[src/rtl/mux2.sv]
// rtl/mux2.sv - two-input WIDTH-bit mux with registered copy, valid flag and select-toggle counter
//
// Purpose:
//   Generic "d1 when sel=1, else d0" datapath selector. The combinational
//   result is always available on mux_out; a registered copy (mux_q) is
//   captured under en for timing closure. The registered side also counts
//   select transitions seen at clock edges and flags when mux_q is valid.
//
// Parameters:
//   WIDTH   data width of d1, d0, mux_out, mux_q
//   CNT_W   width of the select-toggle counter sel_cnt (wraps, no saturation)
//
// Ports:
//   clk      in   rising-edge clock for all registered outputs
//   rst_n    in   asynchronous active-low reset
//   d1       in   data routed out when sel=1
//   d0       in   data routed out when sel=0
//   sel      in   select: 1 picks d1, 0 picks d0
//   en       in   capture enable for mux_q
//   mux_out  out  combinational selected data (independent of clk/reset)
//   mux_q    out  registered selected data, 1-cycle latency
//   q_valid  out  high once mux_q holds a captured value
//   sel_cnt  out  number of sel transitions seen at clock edges
//   par_q    out  (only with MUX2_PARITY_EN) XOR-reduction of the value captured into mux_q
//
// Build option:
//   MUX2_PARITY_EN  adds the par_q output.

module mux2 #(
  parameter int WIDTH = 1,
  parameter int CNT_W = 8
) (
  input  logic             clk,
  input  logic             rst_n,
  input  logic [WIDTH-1:0] d1,
  input  logic [WIDTH-1:0] d0,
  input  logic             sel,
  input  logic             en,
  output logic [WIDTH-1:0] mux_out,
  output logic [WIDTH-1:0] mux_q,
  output logic             q_valid,
`ifdef MUX2_PARITY_EN
  output logic             par_q,
`endif
  output logic [CNT_W-1:0] sel_cnt
);

  logic [WIDTH-1:0] data_q,     data_d;
  logic             valid_q,    valid_d;
  logic             sel_prev_q;
  logic [CNT_W-1:0] cnt_q,      cnt_d;

  // Combinational select path; the capture register reuses this same result
  // so that a sel change on a capture edge picks the new sel.
  assign mux_out = sel ? d1 : d0;

  always_comb begin
    data_d  = data_q;
    valid_d = valid_q;
    if (en) begin
      data_d  = mux_out;
      valid_d = 1'b1;
    end
  end

  // sel_prev resets to 0, so a first edge with sel=1 counts as a transition.
  always_comb begin
    cnt_d = cnt_q;
    if (sel != sel_prev_q) begin
      cnt_d = cnt_q + {{(CNT_W-1){1'b0}}, 1'b1};
    end
  end

  always_ff @(posedge clk or negedge rst_n) begin
    if (!rst_n) begin
      data_q     <= '0;
      valid_q    <= 1'b0;
      sel_prev_q <= 1'b0;
      cnt_q      <= '0;
    end else begin
      data_q     <= data_d;
      valid_q    <= valid_d;
      sel_prev_q <= sel;
      cnt_q      <= cnt_d;
    end
  end

  assign mux_q   = data_q;
  assign q_valid = valid_q;
  assign sel_cnt = cnt_q;

`ifdef MUX2_PARITY_EN
  logic parity_q, parity_d;

  always_comb begin
    parity_d = parity_q;
    if (en) begin
      parity_d = ^mux_out;
    end
  end

  always_ff @(posedge clk or negedge rst_n) begin
    if (!rst_n) begin
      parity_q <= 1'b0;
    end else begin
      parity_q <= parity_d;
    end
  end

  assign par_q = parity_q;
`endif

endmodule

[config.mk]
export PLATFORM = sky130hd
export DESIGN_NAME = mux2
export DESIGN_NICKNAME = d
export VERILOG_FILES = /design/src/rtl/mux2.sv
export SDC_FILE = /design/constraint.sdc
export NUM_CORES = 1
export LEC_CHECK = 0
export ABC_AREA = 1
export BUFFER_PORTS_ARGS = -buffer_cell sky130_fd_sc_hd__buf_4
export CORE_AREA = 2 2 39 41
export DETAILED_ROUTE_END_ITERATION = 12
export DIE_AREA = 0 0 41 43
export PLACE_DENSITY = 0.64
export SLEW_MARGIN = 20
export SYNTH_ARGS = -nofsm -noshare
export SYNTH_HDL_FRONTEND = slang
export SYNTH_SLANG_ARGS = --single-unit
[constraint.sdc]
create_clock -name clk -period 1.4 [get_ports clk]
set_input_delay 0 -clock clk [delete_from_list [all_inputs] [get_ports clk]]
set_output_delay 0 -clock clk [all_outputs]
set_load 0.05 [all_outputs]
==> flow_summary_export.csv, run 1 <==
group,metric,value,unit
run_status,status,"finished clean",
finish,nets,90,
logic_synthesis,synth_top_area_share,50.8,%
critical_path,setup.worst_path.start,"sel_cnt[0]",
clock_network,clock_tree.buffer_depth,2,
finish,drive_gt1_share,41.5,%
critical_path,reg2reg_from,"sel_cnt[0]",
clock_network,clk_latency,270,ps
clock_network,cts_tree,"yes",
detailed_routing,wirelength,928,µm
floorplanning,die_x,41,µm
min_path,hold_start,"d1",
global_routing,grtUsageTotal,13.0,%
floorplanning,fp-row-count,14,
timing,worst_slack,278,ps
place,gp_congestion,0.647,
global_routing,grt_max_degree,12,
timing,rsz0062_at_grt,"false",
place,post_dp_cell_area,684,µm²
floorplanning,core_area,1380,µm²
timing,hold_violations,0,
clock_network,clkTransAtPathRegs,80,ps
flow_run,maxCapViolations,0,
min_path,min_path_cells,3,
critical_path,worstPathArrival,1290,ps
logic_synthesis,synth_compound_gate_area_share,3.00,%
logic_synthesis,synth.area.mux_share,0,%
logic_synthesis,synthDistinctLibCells,18,
logic_synthesis,yosysWarnings,0,
detailed_routing,drt_iter0_drc,2,
clock_network,htreeDepth,1,
logic_synthesis,synth_top_cell_by_area,"dfrtp_1",
critical_path,cp_max_fo,4,
logic_synthesis,avgSynthCellArea,9.18,µm²
min_path,hp-class,"input port to flop",
detailed_routing,avgViaCountPerCell,4.43,
detailed_routing,drcViolationCount,0,
global_routing,antenna_found_initial,0,
detailed_routing,wl_per_cell,9.47,µm
detailed_routing,routed-via-count,434,
global_routing,gr-total-overflow,0,
global_routing,grt_pass1_vias,376,
critical_path,r2r_slack,280,ps
logic_synthesis,synth_top_family_by_area,"simple AND/OR/NAND/NOR gates",
finish,fill_cells,136,
timing,fin_crit_sh,80.2,%
power,irDropWorstVdd,0.000717,V
floorplanning,initial_core_util,39.2,%
min_path,hold_end,"mux_q",
place,io_buffers,16,
power,p_leak,0.000361,µW
logic_synthesis,synthAdderAreaFrac,2.31,%
place,hpwl,723,µm
logic_synthesis,synth-seq-area-share,50.8,%
global_routing,grt_pass1_wl,1520,µm
clock_network,numCtsBuffers,3,
timing,skew,8.31,ps
timing,setup_viol,0,
detailed_routing,dr.pass1.iters,4,
clock_network,cts-root-buf,"clkbuf_4",
logic_synthesis,syn-num-nets,66,
timing,period_needed,1120,ps
logic_synthesis,syn_inst,59,
critical_path,worstSetupPathType,"flop to flop",
critical_path,crit_required,1560,ps
critical_path,reg2reg_depth,6,
clock_network,clock_sinks,11,
detailed_routing,postRouteAntennaNets,0,
timing,worst_pin_slew,156,ps
critical_path,startpoint_type,"flop",
timing,slew_viol_final,0,
timing,fmax,0.891,GHz
logic_synthesis,synth_simple_gate_area_share,31.9,%
timing,setup_tns,0,ps
logic_synthesis,synth_xor_xnor_area_share,6.47,%
critical_path,rr_endpoint,"sel_cnt[6]",
place,dp_slack,261,ps
logic_synthesis,ys_ff_latch,11,
floorplanning,die_h,43,µm
critical_path,endpoint_kind,"flop",
logic_synthesis,ys_top_cells_by_area,"dfrtp_1, nand2_1, inv_1",
timing,slew_headroom,89.6,%
finish,syn2layout_area_growth,36.7,%
floorplanning,io_pins,17,
finish,fin_util,53.5,%
finish,antenna_cells,0,
clock_network,post_cts_buffers,0,
power,power.density,2070,nW/µm²
floorplanning,dieArea,1760,µm²
finish,fin_area,741,µm²
logic_synthesis,synth_area,542,µm²
power by group:
| group | switching, µW | internal, µW |
|---|---|---|
| sequential | 98.5 | 422 |
| combinational | 547 | 249 |
| clock | 106 | 110 |
| total | 752 | 782 |
flip-flops by register name (all words and copies together) (netlist names):
name and flops:
q_valid 1, sel_prev_q 1, sel_cnt 8, mux_q 1
cell usage in the layout, fill, tap and decap left out, types with 2 or more instances in the layout:
master,instances
clkbuf_4,3
nand2_1,16
dfrtp_2,2
dlygate4sd3_1,3
buf_4,16
xor2_1,2
nand2_4,2
o21ai_1,2
dfrtp_1,9
nor2_2,4
xnor2_1,2
inv_1,7
nand2_2,4
routing by layer:
layer  track usage [%]  part of all wire, %
met1              18.3                   50
met2              16.3                   46
met3              6.28                  4.3
met4              6.00                    0
met5                 0                    0
metrics by stage:
step	std cells	hold slack [ps]	power, µW
final	98	22.3	1530
after global routing	98	33.9	1640
after CTS	98	12.4	1560
after detailed placement	91	-156	1330
after global placement	91	-156	1320
after floorplan	59	-296	1100
area by class of cell:
| cell class | instances | area (µm²) | share of cell area, % |
|---|---|---|---|
| Inverter | 8 | 30.0 | 4.05 |
| Tap cell | 16 | 20.0 | 2.70 |
| Sequential cell | 11 | 278 | 37.5 |
| Clock buffer | 4 | 26.3 | 3.55 |
| Timing Repair Buffer | 19 | 150 | 20.3 |
| Multi-Input combinational cell | 40 | 236 | 31.9 |
worst max-delay path by stage:
stage                       endpoint
after floorplan           sel_cnt[6]
after CTS                 sel_cnt[6]
after global routing      sel_cnt[6]
after detailed placement  sel_cnt[6]
after global placement    sel_cnt[6]
final                     sel_cnt[6]
logic make-up after synthesis:
family | after synthesis
and+or+nand+nor | 32
DFF | 11
buffers and inverters | 8
xor gates and xnor gates | 4
AOI/OAI and AO/OA | 3
adders and majority gates | 1
critical path: stages (launching register included):
cell and delay, ps:
dfrtp_2 390, ha_1 190, nand2_1 70, nor2_2 130, nand2_4 70, o21ai_1 120, nand2_1 50
what timing repair did:
action | 4_1_cts | 5_1_grt
hold endpoints to repair | 14 | 0
resized for setup | 0 | 0
hold buffers | 3 | 0
synthesized netlist by cell type:
cell and count:
xor2_1 2, ha_1 1, inv_2 1, nor2_4 1
nor2_1 1, or2_2 1, o21ai_1 2, nand2_4 2
nand4_1 1, nor2_2 4, nand2_1 16, a31oi_1 1
xnor2_1 2, nand2_2 4, inv_1 7, dfrtp_1 11
nand3b_1 1, nand3_1 1
Power figures use the tool's default switching activity.
==> inputs of run 2 (changes only) <==
Clock period 1.4 ns to 1.1 ns, I/O delays scaled along.
==> run 2 against run 1 <==
Against the previous run:
- clock skew fell by 5.8 ps
- critical path depth unchanged
- maximum frequency grew 6.4%
- design area up 7.6%
- first-iteration DRC count did not move
- largest power group unchanged
- via count grew 6.7%
- sequential cell count unchanged
- sequential power increased by 33%
- hold slack improved by 1.5 ps
==> flow_summary_export.csv, run 2 (synthesis gave the netlist of run 1 again) <==
group,metric,value,unit
run_status,status,"finished clean",
place,gp_congestion,0.676,
global_routing,grt_pass1_vias,472,
detailed_routing,routed-via-count,463,
finish,largest_reg_flops,8,
critical_path,reg2reg_from,"sel_cnt[0]",
place,io_buffers,16,
global_routing,antenna_found_initial,0,
critical_path,worstPathArrival,1210,ps
power,clockPowerShare,12.7,%
timing,fin_crit_sh,95.9,%
clock_network,clk_latency,260,ps
timing,slew_headroom,90.0,%
floorplanning,dieArea,1760,µm²
clock_network,htreeDepth,1,
floorplanning,die_h,43,µm
power,p_switching,1030,µW
finish,mostFrequentLayoutCell,"buf_4",
critical_path,cp_max_fo,3,
floorplanning,fp-row-count,14,
detailed_routing,dr.pass1.iters,4,
min_path,hp-class,"input port to flop",
detailed_routing,drt_iter0_drc,2,
timing,skew,2.50,ps
finish,final_cell_mix,"buf_4, nand2_1, dfrtp_2",
detailed_routing,postRouteAntennaNets,0,
timing,setup_viol,0,
detailed_routing,wl_per_cell,10.4,µm
flow_run,maxCapViolations,0,
critical_path,worstSetupPathType,"flop to flop",
min_path,hold_start,"d0",
power,seqPwrFrac,32.5,%
critical_path,startpoint_type,"flop",
place,post_dp_cell_area,711,µm²
global_routing,grtUsageTotal,15.9,%
floorplanning,io_pins,17,
timing,fmax,0.948,GHz
timing,holdWs,23.8,ps
power,irDropWorstVdd,0.00117,V
floorplanning,die_x,41,µm
critical_path,crit_required,1260,ps
power,power.density,2680,nW/µm²
timing,rsz0062_at_grt,"false",
finish,fin_util,57.6,%
place,hpwl,779,µm
clock_network,clkTransAtPathRegs,70,ps
finish,syn2layout_area_growth,47.1,%
power,p_comb_share,54.7,%
detailed_routing,wirelength,1050,µm
clock_network,cts-root-buf,"clkbuf_4",
power,p_leak,0.000371,µW
timing,worst_pin_slew,150,ps
detailed_routing,drcViolationCount,0,
power,power,2130,µW
finish,fin_area,797,µm²
global_routing,grt_pass1_wl,1860,µm
clock_network,clock_sinks,11,
floorplanning,initial_core_util,39.2,%
power,switching_share,48.0,%
timing,setup_tns,0,ps
critical_path,endpoint_kind,"flop",
floorplanning,core_area,1380,µm²
detailed_routing,avgViaCountPerCell,4.58,
timing,period_needed,1050,ps
global_routing,gr-total-overflow,0,
timing,slew_viol_final,0,
clock_network,cts_tree,"yes",
clock_network,numCtsBuffers,3,
power,p_int,1110,µW
critical_path,setup.worst_path.start,"sel_cnt[0]",
clock_network,clock_tree.buffer_depth,2,
global_routing,grt_max_degree,12,
timing,hold_violations,0,
finish,nets,93,
finish,drive_gt1_share,54.1,%
finish,antenna_cells,0,
## run 2: cell types whose count changed in the layout (fill, tap and decap cells not counted), sizes merged
cell / previous run / this run
buf: 16 / 19
## run 2: path summary, 6_finish.rpt
kind | slack, ps | cells past startpoint | to
max in group asynchronous | 830 | 2 | sel_cnt[3]
min in group asynchronous | 100 | 2 | sel_cnt[2]
hold / removal | 20 | 3 | mux_q
hold reg to reg | 490 | 1 | q_valid
setup reg to reg | 50 | 6 | sel_cnt[6]
setup / recovery | 50 | 6 | sel_cnt[6]
## run 2: repair_timing
item                                    CTS  global route
resized for setup                         1             1
hold buffers                              3             0
endpoints found under the setup margin    1             3
pin swaps                                 2             1
buffers inserted                          2             1
gates cloned                              0             0
hold endpoints to repair                 14             0
## run 2: cell type report
| cell class | instances | area (µm²) |
|---|---|---|
| Fill cell | 128 | 587 |
| Sequential cell | 11 | 284 |
| Multi-Input combinational cell | 40 | 260 |
| Timing Repair Buffer | 22 | 176 |
| Inverter | 8 | 30.0 |
| Clock buffer | 4 | 26.3 |
| Tap cell | 16 | 20.0 |
## run 2: power by group through the flow
stage | Combinational (µW) | Clock, µW | Sequential, µW
floorplan | 351 | 0 | 1130
global placement | 1050 | 0 | 712
detailed placement | 1070 | 0 | 719
CTS | 1140 | 282 | 703
global route | 1270 | 299 | 713
finish | 1170 | 272 | 694
## run 2: critical path: stages (launching register included)
cell and delay, ps:
dfrtp_2 390, ha_4 140, nand2_2 60, nor2_4 100
nand2_4 70, o21ai_2 130, nand2_1 60
## run 2: stage by stage
| step | std cells | setup slack, ps |
|---|---|---|
| floorplan | 59 | -166 |
| global placement | 91 | 32.0 |
| detailed placement | 91 | -7.22 |
| CTS | 100 | 6.98 |
| global route | 101 | 3.88 |
| finish | 101 | 45.1 |
## run 2: routing by layer
metal,track usage [%],part of all wire (%),vias to the layer above
met4,10.0,1.8,0
met1,19.5,43,211
met5,0,0,-
met3,3.14,5.2,4
met2,24.1,50,15
li1,-,-,233
==> inputs of run 3 (changes only) <==
Settings changed: CTS_BUF_LIST set to sky130_fd_sc_hd__clkbuf_4 sky130_fd_sc_hd__clkbuf_8.
==> run 3 against run 2 <==
Against the previous run:
- clock power is 7.4% higher
- total power is 1.0% higher
- hold slack better by 3.4 ps
- first-iteration DRC count grew to 3.0 times the previous value
- largest cell class unchanged
==> flow_summary_export.csv, run 3 (synthesis gave the netlist of run 1 again) <==
group,metric,value,unit
timing,setup_viol,0,
global_routing,gr-total-overflow,0,
finish,fin_util,57.9,%
finish,nets,93,
global_routing,antenna_found_initial,0,
clock_network,clock_tree.buffer_depth,2,
finish,drive_gt1_share,55.3,%
clock_network,numCtsBuffers,3,
clock_network,clock_sinks,11,
global_routing,grt_pass1_vias,465,
place,io_buffers,16,
place,gp_congestion,0.676,
finish,final_cell_mix,"buf_4, nand2_1, dfrtp_2",
floorplanning,core_area,1380,µm²
clock_network,cts_tree,"yes",
detailed_routing,wl_per_cell,10.4,µm
timing,rsz0062_at_grt,"false",
detailed_routing,routed-via-count,458,
detailed_routing,drt_iter0_drc,6,
place,dp_slack,-7.22,ps
detailed_routing,wirelength,1050,µm
clock_network,htreeDepth,1,
timing,hold_violations,0,
detailed_routing,drcViolationCount,0,
critical_path,r2r_slack,40,ps
power,power.density,2690,nW/µm²
floorplanning,io_pins,17,
global_routing,grt_pass1_wl,1840,µm
global_routing,grtUsageTotal,15.6,%
timing,fmax,0.943,GHz
power,irDropWorstVdd,0.00117,V
finish,antenna_cells,0,
finish,syn2layout_area_growth,47.8,%
flow_run,maxCapViolations,0,
timing,skew,2.18,ps
detailed_routing,postRouteAntennaNets,0,
timing,worst_slack,39.5,ps
finish,mostFrequentLayoutCell,"buf_4",
clock_network,clkTransAtPathRegs,70,ps
power,p_leak,0.000375,µW
floorplanning,die_h,43,µm
timing,worst_pin_slew,147,ps
finish,fill_cells,127,
critical_path,cp_max_fo,3,
min_path,hp-class,"input port to flop",
detailed_routing,avgViaCountPerCell,4.53,
finish,fin_area,801,µm²
floorplanning,fp-row-count,14,
timing,period_needed,1060,ps
place,hpwl,779,µm
run_status,status,"finished clean",
floorplanning,die_x,41,µm
place,post_dp_cell_area,711,µm²
clock_network,clk_latency,260,ps
global_routing,grt_max_degree,12,
critical_path,startpoint_type,"flop",
critical_path,crit_required,1250,ps
clock_network,cts-root-buf,"clkbuf_4",
floorplanning,dieArea,1760,µm²
critical_path,endpoint_kind,"flop",
finish,largest_reg_flops,8,
critical_path,worstSetupPathType,"flop to flop",
timing,setup_tns,0,ps
timing,slew_headroom,90.2,%
timing,fin_crit_sh,96.4,%
floorplanning,initial_core_util,39.2,%
timing,slew_viol_final,0,
detailed_routing,dr.pass1.iters,2,
critical_path,worstPathArrival,1210,ps
==> run 3: metal layers <==
layer	track usage [%]	up-vias	part of all wire, %
li1	-	233	-
met1	19.1	210	42
met2	24.4	15	52
met3	3.14	0	5.4
met4	8.00	0	0
met5	0	-	0
==> run 3: worst paths after layout <==
check	endpoint	start	depth (start not counted)
hold reg to reg	q_valid	q_valid	1
min in group asynchronous	sel_cnt[2]	rst_n	2
hold / removal	mux_q	d0	3
max in group asynchronous	sel_cnt[1]	rst_n	2
setup reg to reg	sel_cnt[6]	sel_cnt[0]	6
setup / recovery	sel_cnt[6]	sel_cnt[0]	6
==> run 3: per-stage QoR <==
stage	hold WS, ps	std cells	total power [µW]
detailed placement	-155	91	1780
floorplan	-296	59	1480
CTS	18.0	100	2150
global placement	-153	91	1770
finish	27.1	101	2150
global route	60.7	101	2300
==> run 3: cell type report <==
class                           count  area (µm²)  share of cell area [%]
Timing Repair Buffer               22         176                    22.0
Tap cell                           16        20.0                    2.50
Sequential cell                    11         284                    35.5
Multi-Input combinational cell     40         260                    32.5
Clock buffer                        4        30.0                    3.75
Inverter                            8        30.0                    3.75
==> run 3: critical path: stages (launching register included) <==
cell and delay, ps:
dfrtp_2 390, ha_4 140, nand2_2 60, nor2_4 100
nand2_4 70, o21ai_2 130, nand2_1 60
==> run 3: where the power goes <==
part,switching [µW],internal [µW],leakage [µW],total (µW)
clock network,128,165,0.0000184,292
registers,141,554,0.000119,695
logic,753,414,0.000238,1170
total,1020,1130,0.000375,2150
==> run 3: what timing repair did <==
action | in CTS | in global routing
endpoints found under the hold margin | 14 | 0
endpoints found under the setup margin | 1 | 3
setup buffers | 2 | 1
hold buffers | 3 | 0
gates resized for setup | 1 | 1
pin swaps | 2 | 1
